--- src/rtl/xbar_sw_pkg.sv ---
// Shared constants and types for the xbar_sw crossbar switch.
package xbar_sw_pkg;

    localparam int N_IN_DEF  = 4;
    localparam int N_OUT_DEF = 4;
    localparam int W_DEF     = 8;
    localparam int CFG_IDX_W = 4;

    typedef struct packed {
        logic                 en;
        logic [CFG_IDX_W-1:0] sel;
    } route_t;

    typedef enum logic {
        CFG_IDLE = 1'b0,
        CFG_PEND = 1'b1
    } cfg_state_t;

endpackage

--- src/rtl/xbar_sw_out_stage.sv ---
// One crossbar output: registered data/valid plus the route register
// that selects which input feeds it.
module xbar_sw_out_stage
    import xbar_sw_pkg::*;
#(
    parameter int N_IN = N_IN_DEF,
    parameter int W    = W_DEF
) (
    input  logic              clk,
    input  logic              rst,
    input  logic [N_IN*W-1:0] in_data,
    input  logic [N_IN-1:0]   xfer,
    input  logic              out_ready,
    input  logic              route_we,
    input  route_t            route_wdata,
    input  logic              route_block,
    output logic [W-1:0]      out_data,
    output logic              out_valid,
    output route_t            route
);

    logic [W-1:0] sel_data;
    logic         sel_xfer;
    logic         load;

    always_comb begin
        sel_data = '0;
        sel_xfer = 1'b0;
        for (int i = 0; i < N_IN; i++) begin
            if (route.sel == CFG_IDX_W'(i)) begin
                sel_data = in_data[i*W +: W];
                sel_xfer = xfer[i];
            end
        end
        load = route.en & sel_xfer & ~route_block;
    end

    // A load from the old route may coincide with a route write; the new
    // route only takes effect from the following cycle.
    always_ff @(posedge clk) begin
        if (rst) begin
            out_data  <= '0;
            out_valid <= 1'b0;
            route     <= '0;
        end else begin
            if (load) begin
                out_data  <= sel_data;
                out_valid <= 1'b1;
            end else if (out_ready) begin
                out_valid <= 1'b0;
            end
            if (route_we) begin
                route <= route_wdata;
            end
        end
    end

endmodule

--- src/rtl/xbar_sw.sv ---
// N_IN x N_OUT crossbar with per-output route registers and safe route updates.
// Define XBAR_SW_ERR_EN to add the sticky ERR output for illegal route writes.
module xbar_sw
    import xbar_sw_pkg::*;
#(
    parameter int N_IN  = N_IN_DEF,
    parameter int N_OUT = N_OUT_DEF,
    parameter int W     = W_DEF
) (
    input  logic                 clk,
    input  logic                 rst,
    input  logic [N_IN*W-1:0]    in_data,
    input  logic [N_IN-1:0]      in_valid,
    output logic [N_IN-1:0]      in_ready,
    output logic [N_OUT*W-1:0]   out_data,
    output logic [N_OUT-1:0]     out_valid,
    input  logic [N_OUT-1:0]     out_ready,
    input  logic                 cfg_we,
    input  logic [CFG_IDX_W-1:0] cfg_port,
    input  logic [CFG_IDX_W-1:0] cfg_sel,
    input  logic                 cfg_en,
    output logic                 cfg_ready
`ifdef XBAR_SW_ERR_EN
    ,
    output logic                 err
`endif
);

    localparam logic [CFG_IDX_W:0] N_IN_L  = (CFG_IDX_W+1)'(N_IN);
    localparam logic [CFG_IDX_W:0] N_OUT_L = (CFG_IDX_W+1)'(N_OUT);

    cfg_state_t           state;
    logic [CFG_IDX_W-1:0] pend_port;
    route_t               pend_route;
    route_t               route [N_OUT];
    route_t               route_wdata;
    logic [N_OUT-1:0]     can_acc;
    logic [N_OUT-1:0]     acc_ok;
    logic [N_OUT-1:0]     route_we;
    logic [N_OUT-1:0]     route_block;
    logic [N_IN-1:0]      routed;
    logic [N_IN-1:0]      stalled;
    logic [N_IN-1:0]      xfer;
    logic                 cfg_legal;
    logic                 cfg_hit_valid;
    logic                 pend_apply;

    assign can_acc   = ~out_valid | out_ready;
    assign cfg_legal = ({1'b0, cfg_port} < N_OUT_L) && ({1'b0, cfg_sel} < N_IN_L);

    // A pending route lands on the edge its output frees up; that output is
    // blocked from loading so no word is taken under the old route.
    always_comb begin
        route_we      = '0;
        route_block   = '0;
        cfg_hit_valid = 1'b0;
        pend_apply    = 1'b0;
        if (state == CFG_PEND) begin
            route_wdata = pend_route;
        end else begin
            route_wdata.en  = cfg_en;
            route_wdata.sel = cfg_sel;
        end
        for (int o = 0; o < N_OUT; o++) begin
            if (cfg_port == CFG_IDX_W'(o)) begin
                cfg_hit_valid = out_valid[o];
            end
            if (state == CFG_IDLE && cfg_we && cfg_legal &&
                cfg_port == CFG_IDX_W'(o) && !out_valid[o]) begin
                route_we[o] = 1'b1;
            end
            if (state == CFG_PEND && pend_port == CFG_IDX_W'(o) && can_acc[o]) begin
                route_we[o]    = 1'b1;
                route_block[o] = 1'b1;
                pend_apply     = 1'b1;
            end
        end
    end

    assign acc_ok = can_acc & ~route_block;

    always_comb begin
        routed  = '0;
        stalled = '0;
        for (int o = 0; o < N_OUT; o++) begin
            for (int i = 0; i < N_IN; i++) begin
                if (route[o].en && route[o].sel == CFG_IDX_W'(i)) begin
                    routed[i] = 1'b1;
                    if (!acc_ok[o]) begin
                        stalled[i] = 1'b1;
                    end
                end
            end
        end
    end

    assign in_ready = routed & ~stalled;
    assign xfer     = in_valid & in_ready;

    always_ff @(posedge clk) begin
        if (rst) begin
            state      <= CFG_IDLE;
            cfg_ready  <= 1'b1;
            pend_port  <= '0;
            pend_route <= '0;
`ifdef XBAR_SW_ERR_EN
            err        <= 1'b0;
`endif
        end else if (state == CFG_IDLE) begin
            if (cfg_we && cfg_legal && cfg_hit_valid) begin
                pend_port      <= cfg_port;
                pend_route.en  <= cfg_en;
                pend_route.sel <= cfg_sel;
                state          <= CFG_PEND;
                cfg_ready      <= 1'b0;
            end
`ifdef XBAR_SW_ERR_EN
            if (cfg_we && !cfg_legal) begin
                err <= 1'b1;
            end
`endif
        end else begin
            if (pend_apply) begin
                state     <= CFG_IDLE;
                cfg_ready <= 1'b1;
            end
        end
    end

    for (genvar o = 0; o < N_OUT; o++) begin : g_out
        xbar_sw_out_stage #(
            .N_IN (N_IN),
            .W    (W)
        ) u_stage (
            .clk         (clk),
            .rst         (rst),
            .in_data     (in_data),
            .xfer        (xfer),
            .out_ready   (out_ready[o]),
            .route_we    (route_we[o]),
            .route_wdata (route_wdata),
            .route_block (route_block[o]),
            .out_data    (out_data[o*W +: W]),
            .out_valid   (out_valid[o]),
            .route       (route[o])
        );
    end

endmodule

--- config.mk ---
export PLATFORM = sky130hd
export DESIGN_NAME = xbar_sw
export DESIGN_NICKNAME = d
export VERILOG_FILES = /design/src/rtl/xbar_sw_pkg.sv /design/src/rtl/xbar_sw_out_stage.sv /design/src/rtl/xbar_sw.sv
export SDC_FILE = /design/constraint.sdc
export NUM_CORES = 1
export LEC_CHECK = 0
export ABC_CLOCK_PERIOD_IN_PS = 2800
export CORE_MARGIN = 10
export CORE_UTILIZATION = 47
export CTS_BUF_LIST = sky130_fd_sc_hd__clkbuf_4 sky130_fd_sc_hd__clkbuf_8 sky130_fd_sc_hd__clkbuf_16
export DETAILED_ROUTE_END_ITERATION = 7
export PLACE_DENSITY = 0.74
export SETUP_SLACK_MARGIN = 0.2
export SYNTH_ARGS = -nofsm -noshare
export SYNTH_HDL_FRONTEND = slang
export SYNTH_HIERARCHICAL = 1
export SYNTH_SLANG_ARGS = --single-unit
--- constraint.sdc ---
create_clock -name clk -period 2.8 [get_ports clk]
set_input_delay 0.56 -clock clk [delete_from_list [all_inputs] [get_ports clk]]
set_output_delay 0.56 -clock clk [all_outputs]
set_load 0.05 [all_outputs]
# ---- Word level (Yosys, flattened, before mapping)
# Cells that the tools add are included.
dict set report totals {
  reg_bits 67
  output_inout_bits 41
  wordCells 227
  in_bits 52
}
dict set report op_classes {
  n_lt_le_gt_ge 2
  n_reduce_logical 54
  mux 111
  n_eq_ne 19
  bitwise 20
}
# op n
set op_table {}
lappend op_table {{2-to-1 mux 8 bit} 16}
lappend op_table {{2-to-1 mux 1 bit} 94}
lappend op_table {{equality test 4 x 2 -> 1 bit (second input constant)} 12}
lappend op_table {{logical AND 1 bit} 37}
lappend op_table {{equality test 4 x 1 -> 1 bit (second input constant)} 6}
lappend op_table {{zero test 4 bit} 6}
lappend op_table {{AND 4 bit} 3}
lappend op_table {{inverter 4 bit} 3}
lappend op_table {{nonzero test 2 bit} 5}
lappend op_table {{AND 1 bit} 8}
lappend op_table {{less-than comparator 4 x 3 -> 1 bit (second input constant)} 2}
lappend op_table {{2-to-1 mux 5 bit} 1}
lappend op_table {{inverter 1 bit} 5}
lappend op_table {{zero test 1 bit} 4}
lappend op_table {{bitwise OR 4 bit} 1}
lappend op_table {{AND reduction 2 bit} 2}
lappend op_table {{inequality test 2 x 1 -> 1 bit (second input constant)} 1}

# ---- Longest topological paths before layout
# Gate-level depths: netlist of run 1.
dict set report logic_depth {
  word_depth 24
  depth_mapped 9
  depth_no_buf 7
}

# ---- By module
# The synthesis of run 1 kept the hierarchy.
# module seq_area_each_um2 cells_each instances area_per_inst_um2
set by_module_without_submodules {}
lappend by_module_without_submodules {xbar_sw_out_stage 280.3 68 4 830.8}
lappend by_module_without_submodules {xbar_sw 220.2 136 1 1099.8}

# ---- Worst setup path after synthesis of run 1
# OpenSTA, ideal clock, no wires.
dict set report synth_path {
  path_kind {register -> output}
  start {reg, netlist name g_out[2].u_stage/route[1]}
  end {out in_ready[1]}
  arrival_time_ns 2.803
  path_stages_with_launch 5
  setup_slack_ns -0.563
  required_ns 2.240
  n_path_buf 0
  path_cell_list {dfxtp_1 -> or4b_2 -> o22ai_1 -> o22ai_1 -> nor4_1}
}
dict set report synth_between {
  elab_chain_cells 7
  elab_cells_between_ends 9
  classes_between {eq/ne (1); mux (5); bitwise (2); reduce/logical (1)}
}
# element line_no
set synth_lines {}
lappend synth_lines {{equality test 4 x 1 -> 1 bit *} xbar_sw.sv:87} ;# if (route[o].en && route[o].sel == CFG_IDX_W'(i)) begin
lappend synth_lines {{logical AND 1 bit *} xbar_sw.sv:87}
lappend synth_lines {{2-to-1 mux 1 bit} xbar_sw.sv:87}
lappend synth_lines {{2-to-1 mux 1 bit} xbar_sw.sv:89} ;# if (!acc_ok[o]) begin
lappend synth_lines {{2-to-1 mux 1 bit} xbar_sw.sv:87}
lappend synth_lines {{inverter 4 bit} xbar_sw.sv:97} ;# assign in_ready = routed & ~stalled;
lappend synth_lines {{AND 4 bit *} xbar_sw.sv:97}
lappend synth_lines {{end, declared} xbar_sw.sv:14} ;# output logic [N_IN-1:0] in_ready,
# Every way passes the cells marked *; elsewhere a longest branch is shown, timed or not.

# ---- Final worst setup path of run 1
dict set report layout_path {
  start {reg, netlist name g_out[3].u_stage/route[3]}
  end {out in_ready[0]}
}
dict set report layout_between {
  elab_chain_cells 5
  elab_cells_between_ends 6
  classes_between {mux (2); bitwise (2); reduce/logical (2)}
}
# element line_no
set layout_lines {}
lappend layout_lines {{zero test 4 bit *} xbar_sw.sv:87}
lappend layout_lines {{logical AND 1 bit *} xbar_sw.sv:87}
lappend layout_lines {{2-to-1 mux 1 bit} xbar_sw.sv:87}
lappend layout_lines {{inverter 4 bit} xbar_sw.sv:97}
lappend layout_lines {{AND 4 bit *} xbar_sw.sv:97}
# Marks and branches as above.

==> results of run 1 <==
-- critical path, delay by kind of cell (launching register included) --
family	cells	cell delay [ns]
compound gates	2	0.29
buf+inv	3	0.49
flops	1	0.33
simple gates	2	0.72
-- flip-flops by register name, summed over array words and instances (netlist names) --
register and count:
g_out.u_stage/out_data 32, g_out.u_stage/route 20, pend_route 5, g_out.u_stage/out_valid 4, pend_port 4, cfg_ready 1, state 1
-- power groups by stage --
stage	Sequential (mW)	Clock, mW	Combinational [mW]
detailed placement	0.975	0	0.195
finish	0.953	1.04	0.200
CTS	0.953	1.06	0.197
global route	0.953	1.10	0.210
floorplan	0.975	0	0.0771
global placement	0.975	0	0.192
-- cell usage in the layout (no fill, tap or decap), types with 8 or more instances in the layout --
| master | n |
|---|---|
| a21bo_2 | 8 |
| nand2b_1 | 17 |
| a21oi_2 | 18 |
| nand3_1 | 25 |
| mux2i_1 | 29 |
| a21bo_1 | 16 |
| clkbuf_8 | 11 |
| clkdlybuf4s50_1 | 87 |
| buf_4 | 47 |
| nor2_1 | 25 |
| nand2_1 | 16 |
| inv_1 | 16 |
| a21oi_1 | 11 |
| dfxtp_1 | 65 |
| mux4_1 | 32 |
-- cell families (layout without fill, tap and decap cells) --
| kind of cell | count (synthesis) | after routing | share of synthesized area [%] |
|---|---|---|---|
| AOI/OAI and AO/OA | 88 | 88 | 16.3 |
| DFF | 67 | 67 | 30.3 |
| and+or+nand+nor | 138 | 138 | 18.8 |
| buffers and inverters | 45 | 179 | 5.69 |
| muxes | 70 | 70 | 28.9 |
-- worst paths after layout --
check	startpoint	to	slack [ns]	depth (start not counted)
max	g_out[3].u_stage/route[3]$_SDFFE_PP0P_	in_ready[0]	0.06	7
min	cfg_ready$_SDFFE_PP1P_	cfg_ready$_SDFFE_PP1P_	0.47	1
max reg2reg	g_out[3].u_stage/route[4]$_SDFFE_PP0P_	g_out[1].u_stage/out_data[7]$_SDFFE_PP0P_	0.07	9
min reg2reg	cfg_ready$_SDFFE_PP1P_	cfg_ready$_SDFFE_PP1P_	0.47	1
-- layout make-up --
| type | instances | area, um2 | area share (%) |
|---|---|---|---|
| Clock inverter | 5 | 108 | 1.69 |
| Sequential cell | 67 | 1340 | 21.1 |
| Tap cell | 111 | 139 | 2.18 |
| Clock buffer | 11 | 151 | 2.38 |
| Inverter | 16 | 60.1 | 0.942 |
| Timing Repair Buffer | 147 | 1440 | 22.6 |
| Multi-Input combinational cell | 296 | 3130 | 49.1 |
-- synth_stat cells (2+ instances only) --
master / count / area (um2)
buf_6: 9 / 101
clkbuf_2: 2 / 10.0
o31ai_1: 2 / 15.0
nor4b_2: 6 / 90.1
or4b_2: 4 / 40.0
nand4bb_1: 2 / 22.5
mux2i_1: 29 / 290
nand2b_1: 17 / 106
nor2b_1: 5 / 31.3
nand3b_1: 2 / 15.0
a21oi_1: 16 / 80.1
buf_1: 4 / 15.0
nand3_1: 25 / 125
mux4_1: 32 / 841
a311oi_1: 4 / 35.0
o22ai_1: 11 / 68.8
mux2_2: 5 / 56.3
nor2_1: 25 / 93.8
a31o_1: 4 / 35.0
o41ai_1: 2 / 17.5
clkbuf_1: 8 / 30.0
and3_1: 4 / 25.0
inv_1: 16 / 60.1
dfxtp_1: 67 / 1340
o32ai_1: 3 / 26.3
buf_2: 5 / 25.0
mux4_2: 4 / 90.1
or3b_2: 3 / 26.3
nor4_1: 4 / 25.0
or2_2: 3 / 18.8
a21bo_2: 8 / 80.1
o2bb2ai_1: 2 / 17.5
nand2_1: 17 / 63.8
nand4_1: 2 / 12.5
nor3_1: 11 / 55.1
a21bo_1: 16 / 160
a21oi_2: 16 / 140
-- routing by layer --
metal  vias to the layer above  track usage, %
li1                       1849               -
met2                       156            33.6
met1                      1948            24.8
met5                         -               0
met3                        25            5.35
met4                         0            6.34
-- timing repair --
item | CTS | global route
pin swaps | 4 | 4
endpoints found under the setup margin | 40 | 40
setup buffers | 0 | 3
gates cloned | 2 | 0
gates resized for setup | 35 | 15
-- per-stage QoR --
| step | power (mW) | setup WS (ns) |
|---|---|---|
| floorplan | 1.05 | 0.00155 |
| global placement | 1.17 | -0.248 |
| detailed placement | 1.17 | -0.251 |
| CTS | 2.21 | 0.0656 |
| global route | 2.26 | -0.0392 |
| finish | 2.20 | 0.0639 |
==> parameters.txt, run 1 <==
Parameter                              Value

Drt
  TritonRoute pass-1 iters ... 5
  Highest routed layer ... met4
  Avg Vias per Cell ... just over 6
  Wl on met1 ... about 5900 um
  Initial drt markers ... roughly 230
  Met3 WL post-DR ... 1070 um
  Residual DRC count ... 0
  Number of vias after detailed routing ... about 4000
  Antenna Nets Post-Route ... 0
  Routed length per instance ... 21.3 um
  Routed met2 length ... 6650 um
  Total length of routed wires ... approximately 14000 um

Floorplanning
  Number of placement rows ... 35
  Die outline width ... around 120 um
  Count of boundary I/O pins ... 93
  DIE HEIGHT ... roughly 120 um
  Full die area ... about 14000 um2
  Core area ... roughly 9000 um2
  Starting utilization of the core area ... just under 50%

Worst setup path
  Slowest-stage cell, CP ... or4b_4
  Worst setup EP type ... output pin
  Largest incremental delay on the critical path ... between 0.5 and 0.6 ns
  Startpoint Class ... flip-flop
  Cells along the critical path ... or4b_4 -> buf_4 -> o22ai_1 -> o22ai_2 -> buf_4 -> nor3_4 -> buf_12
  Critical Path AT ... roughly 2.2 ns
  Cell repeated most along the worst path ... buf_4
  Critical path fanouts, max ... 3
  Data required, critical path ... about 2.2 ns
  Startpoint-to-endpoint class of the critical path ... reg -> out

Cells and area
  Post-Layout Cell Count ... 653
  Fraction of final layout cells sized beyond drive strength 1 ... between 20% and 30%
  Fill cell count ... slightly below 700
  Final standard cell area without fillers ... ~6400 um2
  Layout overhead on the synthesized area ... 44.1%
  Number of antenna cells inserted ... 0
  Util after Layout ... between 60% and 70%
  Number of nets in the layout ... about 590

Placement
  Last weighted congestion value of the routability-driven placer ... 0.911
  # port buffers ... between 90 and 100
  Placement Cell Area ... roughly 5800 um2
  Number of cells in the design after placement ... 632
  Post-detail-place hpwl ... approximately 10000 um

Synthesis
  Post-synth ARST share ... 0%
  Area of the mapped netlist ... between 4000 and 5000 um2
  Synthesized area divided by synthesized cell count ... ~11 um2
  Register area share after synthesis ... approximately 30%
  Yosys warns ... 6
  Count of distinct cell types in the synthesized netlist ... 50
  Synthesis-stage register bit count ... between 60 and 70
  Count of flip-flops with a built-in enable after synthesis ... 0
  Syn Inst Count ... ~400
  Flip-flop cell with the highest count after synthesis ... dfxtp_1
  Net count after synthesis ... 460

Clock tree
  Total number of H-tree levels ... 3
  Root Driver ... clkbuf_8
  Number of buffers on the longest clock path ... 2
  Source-to-sink clock delay at the later pin of the worst-skew pair ... ~0.34 ns
  Clock Sinks ... 67
  Clock tree from TritonCTS ... done
  Clock-pin transition on the worst setup and hold timing paths ... 0.08 ns
  Number of buffers inserted during clock tree synthesis ... 9
  Number of hold-repair buffers added at the cts stage ... 0

Pwr
  P_sw ... slightly below 500 uW
  Peak ir drop on the vdd network ... between 200 and 300 uV
  Fraction of power spent switching nets ... about 22%
  Clock group share of total power ... 47.5%
  Internal power consumption ... 1.71 mW
  Leakage ... ~2.2 nW
  Power density over the cells ... between 300 and 400 nW/um2
  Flop pwr share ... a little over two fifths
  Power share of the combinational group ... 9.1%

Timing
  Number of max-slew violations in the final report ... 0
  Clock period minus final worst setup slack ... 2.74 ns
  Measured slew at the worst slew-check pin ... about 0.73 ns
  Aggregate negative setup slack ... 0 ns
  Peak clock frequency supported by timing ... 0.365 GHz
  Final Hold Fails ... 0
  Smallest hold slack ... 0.474 ns
  Final clock period utilization by the worst path ... approximately 98%
  Clk_skew ... between 0.01 and 0.015 ns
  Setup repair after global routing missed its margin ... true
  Worst max-slew margin expressed relative to the limit ... 51.0%
  Final setup viols ... 0

Outcome
  Result of the run ... finished clean

Global route
  Pin count of the biggest net entering global routing ... 26
  Number of antenna violations at the first check in global routing ... 0
  Global-route usage over all layers ... approximately 20%
  Via count of the first global-routing pass ... around 4100
  GR Overflow Total ... 0
  Global-route wire length before repair ... around 22000 um

Flow run
  Max-cap viol count ... 0

Min path
  HP Class ... reg -> reg
No activity file was read; power rests on OpenSTA's default activity.
==> run 2: changes to the inputs <==
CORE_UTILIZATION = 45   (was 47)
PLACE_DENSITY = 0.72   (was 0.74)
==> run 2 against run 1 <==
- largest cell class unchanged
- utilization shrank 4.3 points
- largest power group is now sequential cells
- highest routed layer unchanged
- final area is 1.2% lower
- register-to-register slack improved by 0.04 ns
- first-iteration DRC count down 17%
- critical endpoint is now g_out[3].u_stage/out_data[7]$_SDFFE_PP0P_
==> parameters.txt, run 2 (same netlist as run 1, synthesis figures left out) <==
Parameter                              Value

Timing
  Number of max-slew violations in the final report ... 0 (unchanged)
  Minimum setup slack in the final design ... 0.115 ns (+0.0508 ns)
  Clock period minus final worst setup slack ... 2.69 ns (-0.0508 ns)
  Setup repair after global routing missed its margin ... true
  Final setup viols ... 0 (unchanged)
  Measured slew at the worst slew-check pin ... 0.755 ns (+0.0237 ns)
  Clk_skew ... 0.00938 ns (-0.00538 ns)
  Final clock period utilization by the worst path ... 95.9% (-1.8 points)
  Peak clock frequency supported by timing ... 0.372 GHz (+1.9%)
  Final Hold Fails ... 0 (unchanged)
  Worst max-slew margin expressed relative to the limit ... 49.4% (-1.6 points)

Worst setup path
  Startpoint-to-endpoint class of the critical path ... reg -> reg
  Startpoint Class ... flip-flop
  Critical Path AT ... 2.97 ns (+0.79 ns)
  Setup slack on the worst flop-to-flop path ... 0.11 ns (+0.04 ns)
  Data required, critical path ... 3.08 ns (+0.84 ns)
  Critical R2R Launch ... g_out[2].u_stage/route[3]$_SDFFE_PP0P_
  Capture instance of the worst register-to-register path ... g_out[3].u_stage/out_data[7]$_SDFFE_PP0P_
  Worst setup EP type ... flip-flop
  Critical path fanouts, max ... 6 (+3)
  Worst-case reg-to-reg path depth ... 9 (unchanged)

Outcome
  Result of the run ... finished clean

Placement
  # port buffers ... 92 (unchanged)
  Setup slack after placement ... -0.274 ns (-0.0232 ns)
  Post-detail-place hpwl ... 10400 um (about the same)
  Last weighted congestion value of the routability-driven placer ... 0.958 (+5.2%)
  Number of cells in the design after placement ... 653 (+3.3%)
  Placement Cell Area ... 5780 um2 (+0.35%)

Floorplanning
  Count of boundary I/O pins ... 93 (unchanged)
  DIE HEIGHT ... 119 um (+1.8%)
  Full die area ... 14200 um2 (+3.7%)
  Die outline width ... 119 um (+1.8%)
  Starting utilization of the core area ... 45.7% (-2.4 points)
  Number of placement rows ... 36 (+2.9%)
  Core area ... 9680 um2 (+5.3%)

Pwr
  P_sw ... 500 uW (+3.1%)
  Clock group share of total power ... 44.6% (-2.9 points)
  Fraction of power spent switching nets ... 24.1% (+2.0 points)
  Flop pwr share ... 45.9% (+2.5 points)
  Peak ir drop on the vdd network ... 215 uV (-16%)
  Total power of the final layout ... 2.08 mW (-5.4%)
  Power density over the cells ... 330 nW/um2 (-4.2%)
  Internal power consumption ... 1.58 mW (-7.8%)
  Power share of the combinational group ... 9.5% (+0.4 points)
  Leakage ... 2.22 nW (-0.58%)

Global route
  GR Overflow Total ... 0 (unchanged)
  Via count of the first global-routing pass ... 3980 (-2.9%)
  Global-route wire length before repair ... 21300 um (-2.0%)
  Global-route usage over all layers ... 18.7% (-1.5 points)
  Number of antenna violations at the first check in global routing ... 0 (unchanged)
  Pin count of the biggest net entering global routing ... 32 (+23%)

Cells and area
  Util after Layout ... 65.0% (-4.3 points)
  Area taken by flip-flops and latches ... 1350 um2 (+0.28%)
  Number of antenna cells inserted ... 0 (unchanged)
  Number of nets in the layout ... 588 (-0.17%)
  Most common library cell in the layout ignoring fill and taps ... clkdlybuf4s50_1
  Multi-input combinational cell area ... 3070 um2 (-1.8%)
  Post-Layout Cell Count ... 674 (+3.2%)
  Leading registers by flop count ... g_out.u_stage/out_data: 32 flops, g_out.u_stage/route: 20 flops, pend_route: 5 flops
  Fraction of final layout cells sized beyond drive strength 1 ... 29.6% (-0.13 points)
  Most frequent cells in the layout ... clkdlybuf4s50_1, dfxtp_1, buf_4
  Fill cell count ... 765 (+12%)
  Number of flip-flops in the largest register ... 32 (unchanged)
  Layout overhead on the synthesized area ... 42.3%
  Top reg by flops ... g_out.u_stage/out_data
  Final standard cell area without fillers ... 6300 um2 (-1.2%)

Clock tree
  Root Driver ... clkbuf_8
  Total number of H-tree levels ... 3 (unchanged)
  Clock tree from TritonCTS ... done
  Source-to-sink clock delay at the later pin of the worst-skew pair ... 0.36 ns (+0.02 ns)
  Number of buffers inserted during clock tree synthesis ... 9 (unchanged)
  Number of buffers on the longest clock path ... 2 (unchanged)
  Clock Sinks ... 67 (unchanged)
  Clock-pin transition on the worst setup and hold timing paths ... 0.08 ns (about the same)

Drt
  Routed length per instance ... 20.4 um (-4.5%)
  Antenna Nets Post-Route ... 0 (unchanged)
  Avg Vias per Cell ... 5.86 (-3.8%)
  Residual DRC count ... 0 (unchanged)
  Total length of routed wires ... 13700 um (-1.4%)
  Initial drt markers ... 194 (-17%)
  TritonRoute pass-1 iters ... 4 (-1)
  Number of vias after detailed routing ... 3949 (-0.73%)

Flow run
  Max-cap viol count ... 0 (unchanged)

Min path
  HP Class ... reg -> reg
  Critical hold path startpoint ... cfg_ready$_SDFFE_PP1P_
  Min-Delay Endpoint ... cfg_ready$_SDFFE_PP1P_
  Worst Hold Path Cells ... 1 (unchanged)
-- run 2: changes by cell type in the layout (fill, tap and decap cells not counted), moves of 2 or more --
| cell | before | now |
|---|---|---|
| dfxtp_1 | 65 | 62 |
| dfxtp_2 | 2 | 5 |
| clkbuf_8 | 11 | 9 |
| nand4bb_2 | 0 | 2 |
| nor3_1 | 5 | 7 |
| nor4_1 | 0 | 2 |
| o22ai_1 | 5 | 7 |
-- run 2: worst max-delay path, stage by stage, from the launching register on --
cell	delay, ns
dfxtp_1	0.32
or4b_4	0.57
or2_2	0.30
o22ai_2	0.16
nor4_1	0.07
buf_4	0.16
mux4_2	0.52
buf_12	0.16
a21bo_2	0.18
a21oi_1	0.16
-- run 2: per-layer routing --
layer / vias to the layer above / GRT usage, % / wire [um]
met3: 19 / 6.28 / 1070
met5: - / 0 / 0
li1: 1847 / - / -
met1: 1908 / 22.8 / 5910
met4: 0 / 8.17 / 294
met2: 175 / 29.4 / 6470
-- run 2: metrics by stage --
stage	setup TNS (ns)	hold slack, ns
floorplan	0	0.447
global placement	-6.95	0.447
detailed placement	-5.64	0.463
CTS	0	0.482
global route	0	0.498
finish	0	0.474
-- run 2: worst max path at each step --
stage | slack (ns) | start | endpoint
3_5_place_dp | -0.27 | out_ready[1] | g_out[1].u_stage/out_data[2]$_SDFFE_PP0P_
4_1_cts | 0.07 | g_out[2].u_stage/route[1]$_SDFFE_PP0P_ | in_ready[1]
6_report | 0.11 | g_out[2].u_stage/route[3]$_SDFFE_PP0P_ | g_out[3].u_stage/out_data[7]$_SDFFE_PP0P_
3_3_place_gp | -0.22 | out_ready[0] | g_out[2].u_stage/out_data[3]$_SDFFE_PP0P_
2_1_floorplan | 0.002 | g_out[2].u_stage/route[1]$_SDFFE_PP0P_ | in_ready[1]
5_1_grt | 0.01 | pend_port[2]$_SDFFE_PP0P_ | g_out[3].u_stage/out_data[7]$_SDFFE_PP0P_
-- run 2: layout make-up --
| type | count | area share, % |
|---|---|---|
| Sequential cell | 67 | 21.4 |
| Clock buffer | 10 | 2.09 |
| Tap cell | 133 | 2.64 |
| Inverter | 16 | 0.954 |
| Multi-Input combinational cell | 296 | 48.8 |
| Timing Repair Buffer | 146 | 22.7 |
| Clock inverter | 6 | 1.43 |
-- run 2: power by group through the flow --
stage / Combinational [mW] / Clock (mW) / Sequential, mW
after detailed placement: 0.195 / 0 / 0.975
after global routing: 0.208 / 0.980 / 0.953
after floorplan: 0.0771 / 0 / 0.975
after global placement: 0.191 / 0 / 0.975
final: 0.198 / 0.927 / 0.953
after CTS: 0.196 / 0.950 / 0.953
-- run 2: what timing repair did --
action,in CTS,in global routing
setup buffers,0,4
gates cloned,0,1
hold buffers,0,0
gates resized for setup,24,23
pin swaps,0,6
setup endpoints to repair,40,40
==> run 3: changes to the inputs <==
CTS_CLUSTER_SIZE = 14   (was default)
==> results of run 3 <==
Same layout as run 2: the final DEF is identical, and so are final timing and power.
